### src/rtl/frodo_sample_pack.sv
// frodo_sample_pack: FrodoKEM error-sample generator and packer.
// Each 16-bit random word becomes one 5-bit signed-magnitude sample, {mag[3:0], sign}.
// S consecutive samples are packed into one sCol-shaped word, which leaves over a
// valid/ready handshake.
// Build option: define FRODO_SAMPLE_PACK_PARALLEL_EN to use L-1 comparators in
// parallel, so each sample completes in its accept cycle. The default build uses a
// single comparator stepped by a small IDLE/CMP FSM over L-1 cycles.
//
// state   | meaning
// --------+-----------------------------------------------------------
// ST_IDLE | waiting to accept a random word (serial build only)
// ST_CMP  | walking the CDF table, one threshold per cycle; constant time
module frodo_sample_pack #(
  parameter int S   = 8,
  parameter int SET = 640
) (
  input  logic           clk,
  input  logic           rst,
  input  logic           clear,
  input  logic [15:0]    in_data,
  input  logic           in_valid,
  output logic           in_ready,
  output logic [5*S-1:0] out_data,
  output logic           out_valid,
  input  logic           out_ready
);

  localparam int L  = (SET == 976) ? 11 : (SET == 1344) ? 7 : 13;
  localparam int CW = (S > 1) ? $clog2(S) : 1;

  if (SET != 640 && SET != 976 && SET != 1344) begin : g_bad_set
    $error("frodo_sample_pack: unsupported SET %0d", SET);
  end

  // The final table entry (32767) is never compared: no 15-bit value exceeds it.
  function automatic logic [14:0] cdf_at(input logic [3:0] i);
    logic [14:0] t;
    t = 15'd32767;
    if (SET == 976) begin
      case (i)
        4'd0:    t = 15'd5638;
        4'd1:    t = 15'd15915;
        4'd2:    t = 15'd23689;
        4'd3:    t = 15'd28571;
        4'd4:    t = 15'd31116;
        4'd5:    t = 15'd32217;
        4'd6:    t = 15'd32613;
        4'd7:    t = 15'd32731;
        4'd8:    t = 15'd32760;
        4'd9:    t = 15'd32766;
        default: t = 15'd32767;
      endcase
    end else if (SET == 1344) begin
      case (i)
        4'd0:    t = 15'd9142;
        4'd1:    t = 15'd23462;
        4'd2:    t = 15'd30338;
        4'd3:    t = 15'd32361;
        4'd4:    t = 15'd32725;
        4'd5:    t = 15'd32765;
        default: t = 15'd32767;
      endcase
    end else begin
      case (i)
        4'd0:    t = 15'd4643;
        4'd1:    t = 15'd13363;
        4'd2:    t = 15'd20579;
        4'd3:    t = 15'd25843;
        4'd4:    t = 15'd29227;
        4'd5:    t = 15'd31145;
        4'd6:    t = 15'd32103;
        4'd7:    t = 15'd32525;
        4'd8:    t = 15'd32689;
        4'd9:    t = 15'd32745;
        4'd10:   t = 15'd32762;
        4'd11:   t = 15'd32766;
        default: t = 15'd32767;
      endcase
    end
    return t;
  endfunction

  logic           accept;
  logic           smp_done;
  logic [4:0]     smp;
  logic           out_free;
  logic           wrap;
  logic [CW-1:0]  cnt_q;
  logic [CW-1:0]  cnt_d;
  logic           out_valid_q;
  logic [5*S-1:0] out_data_q;

  // A pending word blocks new input unless it is consumed in the same cycle.
  assign out_free = !out_valid_q || out_ready;

`ifdef FRODO_SAMPLE_PACK_PARALLEL_EN
  logic [3:0] mag;

  // Full comparator bank: count thresholds exceeded by the incoming word.
  always_comb begin
    mag = '0;
    for (int i = 0; i < L - 1; i++) begin
      if (in_data[15:1] > cdf_at(4'(i))) mag = mag + 4'd1;
    end
  end

  assign in_ready = out_free && !rst && !clear;
  assign accept   = in_valid && in_ready;
  assign smp      = {mag, in_data[0]};
  assign smp_done = accept;
`else
  typedef enum logic {ST_IDLE, ST_CMP} state_t;

  localparam logic [3:0] LAST_IDX = 4'(L - 2);

  state_t      state_q;
  logic [14:0] prnd_q;
  logic        sign_q;
  logic [3:0]  acc_q;
  logic [3:0]  idx_q;
  logic [3:0]  acc_d;

  assign acc_d    = acc_q + {3'b000, (prnd_q > cdf_at(idx_q))};
  assign in_ready = (state_q == ST_IDLE) && out_free && !rst && !clear;
  assign accept   = in_valid && in_ready;
  assign smp      = {acc_d, sign_q};
  assign smp_done = (state_q == ST_CMP) && (idx_q == LAST_IDX);

  // Serial CDF walk: latch the word, then one threshold compare per cycle.
  always_ff @(posedge clk) begin
    if (rst) begin
      state_q <= ST_IDLE;
      prnd_q  <= '0;
      sign_q  <= 1'b0;
      acc_q   <= '0;
      idx_q   <= '0;
    end else if (clear) begin
      state_q <= ST_IDLE;
    end else begin
      case (state_q)
        ST_IDLE: begin
          if (accept) begin
            prnd_q  <= in_data[15:1];
            sign_q  <= in_data[0];
            acc_q   <= '0;
            idx_q   <= '0;
            state_q <= ST_CMP;
          end
        end
        ST_CMP: begin
          acc_q <= acc_d;
          idx_q <= idx_q + 4'd1;
          if (idx_q == LAST_IDX) state_q <= ST_IDLE;
        end
        default: state_q <= ST_IDLE;
      endcase
    end
  end
`endif

  assign wrap  = (cnt_q == CW'(S - 1));
  assign cnt_d = wrap ? '0 : cnt_q + CW'(1);

  // Packer: drop each finished sample into its slot; the S-th raises out_valid.
  always_ff @(posedge clk) begin
    if (rst) begin
      cnt_q       <= '0;
      out_valid_q <= 1'b0;
      out_data_q  <= '0;
    end else if (clear) begin
      cnt_q       <= '0;
      out_valid_q <= 1'b0;
    end else begin
      if (smp_done) begin
        for (int k = 0; k < S; k++) begin
          if (cnt_q == CW'(k)) out_data_q[k*5 +: 5] <= smp;
        end
        cnt_q <= cnt_d;
      end
      if (smp_done && wrap) begin
        out_valid_q <= 1'b1;
      end else if (out_valid_q && out_ready) begin
        out_valid_q <= 1'b0;
      end
    end
  end

  assign out_valid = out_valid_q;
  assign out_data  = out_data_q;

endmodule

### config.mk
export PLATFORM = sky130hd
export DESIGN_NAME = frodo_sample_pack
export DESIGN_NICKNAME = d
export VERILOG_FILES = /design/src/rtl/frodo_sample_pack.sv
export SDC_FILE = /design/constraint.sdc
export NUM_CORES = 1
export LEC_CHECK = 0
export BUFFER_PORTS_ARGS = -buffer_cell sky130_fd_sc_hd__buf_2
export CAP_MARGIN = 20
export CORE_UTILIZATION = 37
export CTS_BUF_LIST = sky130_fd_sc_hd__clkbuf_8
export CTS_CLUSTER_DIAMETER = 200
export CTS_CLUSTER_SIZE = 20
export DETAILED_ROUTE_END_ITERATION = 6
export PLACE_DENSITY_LB_ADDON = 0.15
export SYNTH_ARGS = -nofsm -noshare
export SYNTH_HDL_FRONTEND = slang
export SYNTH_SLANG_ARGS = --single-unit
### constraint.sdc
create_clock -name clk -period 3.6 [get_ports clk]
set_input_delay 0.18 -clock clk [delete_from_list [all_inputs] [get_ports clk]]
set_output_delay 0.18 -clock clk [all_outputs]
set_load 0.1 [all_outputs]
==> out/metrics.cfg <==
[route]
ant_nets = 0
drt_iter0_drc = 178
drc = 0
totalWireLength_um = 8150
vias = 2896
drt_first_pass_iters = 6
vias_per_cell = 4.81
wire_per_inst_um = 13.5

[global_route]
grt_pass1_vias = 2713
grt_max_degree = 66
antenna_found_initial = 0
gr-total-overflow = 0
grt_pass1_wl_um = 13100
grt_usage = 0.166

[sta]
setup_ws_ns = 0.683
clock.fmax_ghz = 0.343
slew_headroom = 0.341
period_minus_slack_ns = 2.92
worstMarginPinSlew_ns = 0.982
fin_hold_ws_ns = 0.0631
finalSetupViolCount = 0
report.final.hold_viol_count = 0
fin_setup_tns_ns = 0
period_share = 0.810
finClkSkew_ns = 0.0141
rsz0062_at_grt = false
drv_slew = 0

[setup_path]
critPathTopFamily = XOR/XNOR gates
critPathSlowestCell = xnor2_1
crit_cells = 12
crit_arrival_ns = 3.13
cp.required_ns = 3.81
setup.worst_path.end_class = flop
crit_buf_inv = 1
crit_chain = inv_1 -> ha_1 -> and4_1 -> nand3_1 -> a211o_1 -> a21oi_1 -> ha_1 -> nand3_1 -> xnor2_1 -> nor2_1 -> a21oi_1 -> nor2_1
path_max_fanout = 9
worstSetupPathType = flop to flop
cp-start-kind = flop
slowest_delay_ns = 0.71
rr_worst_depth = 12
endpoint = out_data[24]
worstReg2RegEnd = out_data[24]
rrSetupSlack_ns = 0.68

[die]
fp.dieW_um = 102
core_area_sq_um = 9730
initial_core_util = 0.380
dieArea_sq_um = 10400
row_count = 36
pin_count = 63
die_y_um = 102

[pwr]
leakage_nw = 2.00
ir_drop_mv = 0.209
p_total_mw = 1.70
cellPowerDensity_nw_per_um2 = 396

[placement]
numPortBuffers = 62
dp_hpwl_um = 5800
dp.cells = 586
pre_cts_ws_ns = 0.670
post_dp_cell_area_sq_um = 4080
gp_congestion = 0.857

[yosys]
syn_avg_cell_area_sq_um = 8.98
syn_inst = 412
netlist_area_sq_um = 3700
synth_ff_type = dfxtp_1
synth_edf_count = 0
yosysWarnings = 0
synth_nets = 462
async_flop_share = 0
synth-seq-area-share = 0.449
synth_cell_type_count = 46
ys_ff_latch = 83

[flow_run]
maxCapViolCount = 0

[layout]
drive_gt1_frac = 0.188
mostFrequentLayoutCells = dfxtp_1, nor2_1, buf_2
final_cell_area_sq_um = 4290
final_cells = 602
diodes = 0
utilization = 0.441
final_common_cell = dfxtp_1
nets = 514
area_delta_synth_final_pct = 16.1

[cts]
cts_sinks = 83
cts_hold_buffers = 0
clk_path_buf_depth = 2
cts_buffers = 9
path_clk_slew_ns = 0.09
cts_htree_levels = 3
cts_root_buffer = clkbuf_8
cts_tree = done
cts_resized = 0
clk_latency_ns = 0.35
cts_setup_buffers = 0

[run_status]
outcome = finished, final reports clean

[min_path]
hold_class = input port to flop

-- synthesized netlist by cell type (3+ instances only) --
| cell | number | area [sq um] |
|---|---|---|
| nor2_1 | 63 | 236 |
| and2_1 | 4 | 25.0 |
| a22oi_1 | 3 | 22.5 |
| clkbuf_1 | 16 | 60.1 |
| o21ai_0 | 7 | 35.0 |
| ha_1 | 29 | 363 |
| or3_1 | 3 | 18.8 |
| buf_2 | 5 | 25.0 |
| a21oi_1 | 33 | 165 |
| nand4_1 | 7 | 43.8 |
| a211oi_1 | 3 | 22.5 |
| nor2b_1 | 5 | 31.3 |
| nand2_1 | 39 | 146 |
| dfxtp_1 | 83 | 1660 |
| buf_6 | 3 | 33.8 |
| inv_1 | 24 | 90.1 |
| mux2i_1 | 33 | 330 |
| a21o_1 | 5 | 37.5 |
| nand2b_1 | 4 | 25.0 |
| nand3_1 | 8 | 40.0 |
| nor3_1 | 4 | 20.0 |
-- tightest hold or removal path, cell delays in order --
cell and delay (ns):
buf_2 0.10, nand2_1 0.04, a21oi_1 0.05
-- worst min path at each step --
stage,cells after the start,slack [ns],end,startpoint
final,3,0.06,prnd_q[2],in_data[3]
after global routing,3,0.04,prnd_q[12],in_data[13]
after CTS,3,0.05,prnd_q[13],in_data[14]
after detailed placement,3,0.43,prnd_q[10],in_data[11]
after global placement,3,0.42,prnd_q[10],in_data[11]
after floorplan,2,0.32,prnd_q[0],in_data[1]
-- cell type report --
class | instances | area [sq um]
fillers | 1001 | 5440
multi-input cells | 279 | 1820
flip-flops and latches | 83 | 1660
repair buffers | 65 | 333
well taps | 133 | 166
clock buffers | 10 | 138
inverters | 26 | 100
clock inverters | 6 | 71.3
-- metal layers --
metal | GRT usage | wire [um] | up-vias
li1 | - | - | 1492
met1 | 0.196 | 3710 | 1343
met2 | 0.284 | 3940 | 55
met3 | 0.0581 | 390 | 6
met4 | 0.0440 | 105 | 0
met5 | 0 | 0 | -
-- kinds of logic after synthesis --
| logic type | synth area share |
|---|---|
| compound gates | 0.121 |
| xor+xnor | 0.00474 |
| fa+ha+maj | 0.0981 |
| buf+inv | 0.0592 |
| flops | 0.449 |
| mux | 0.0893 |
| simple gates | 0.178 |
-- power breakdown --
group	total (mW)	switching [mW]	internal [mW]
Sequential	0.930	0.00588	0.924
Combinational	0.0739	0.0483	0.0255
Clock	0.697	0.351	0.346
Total	1.70	0.405	1.30
Note: power is estimated with default switching activity, not from simulation.
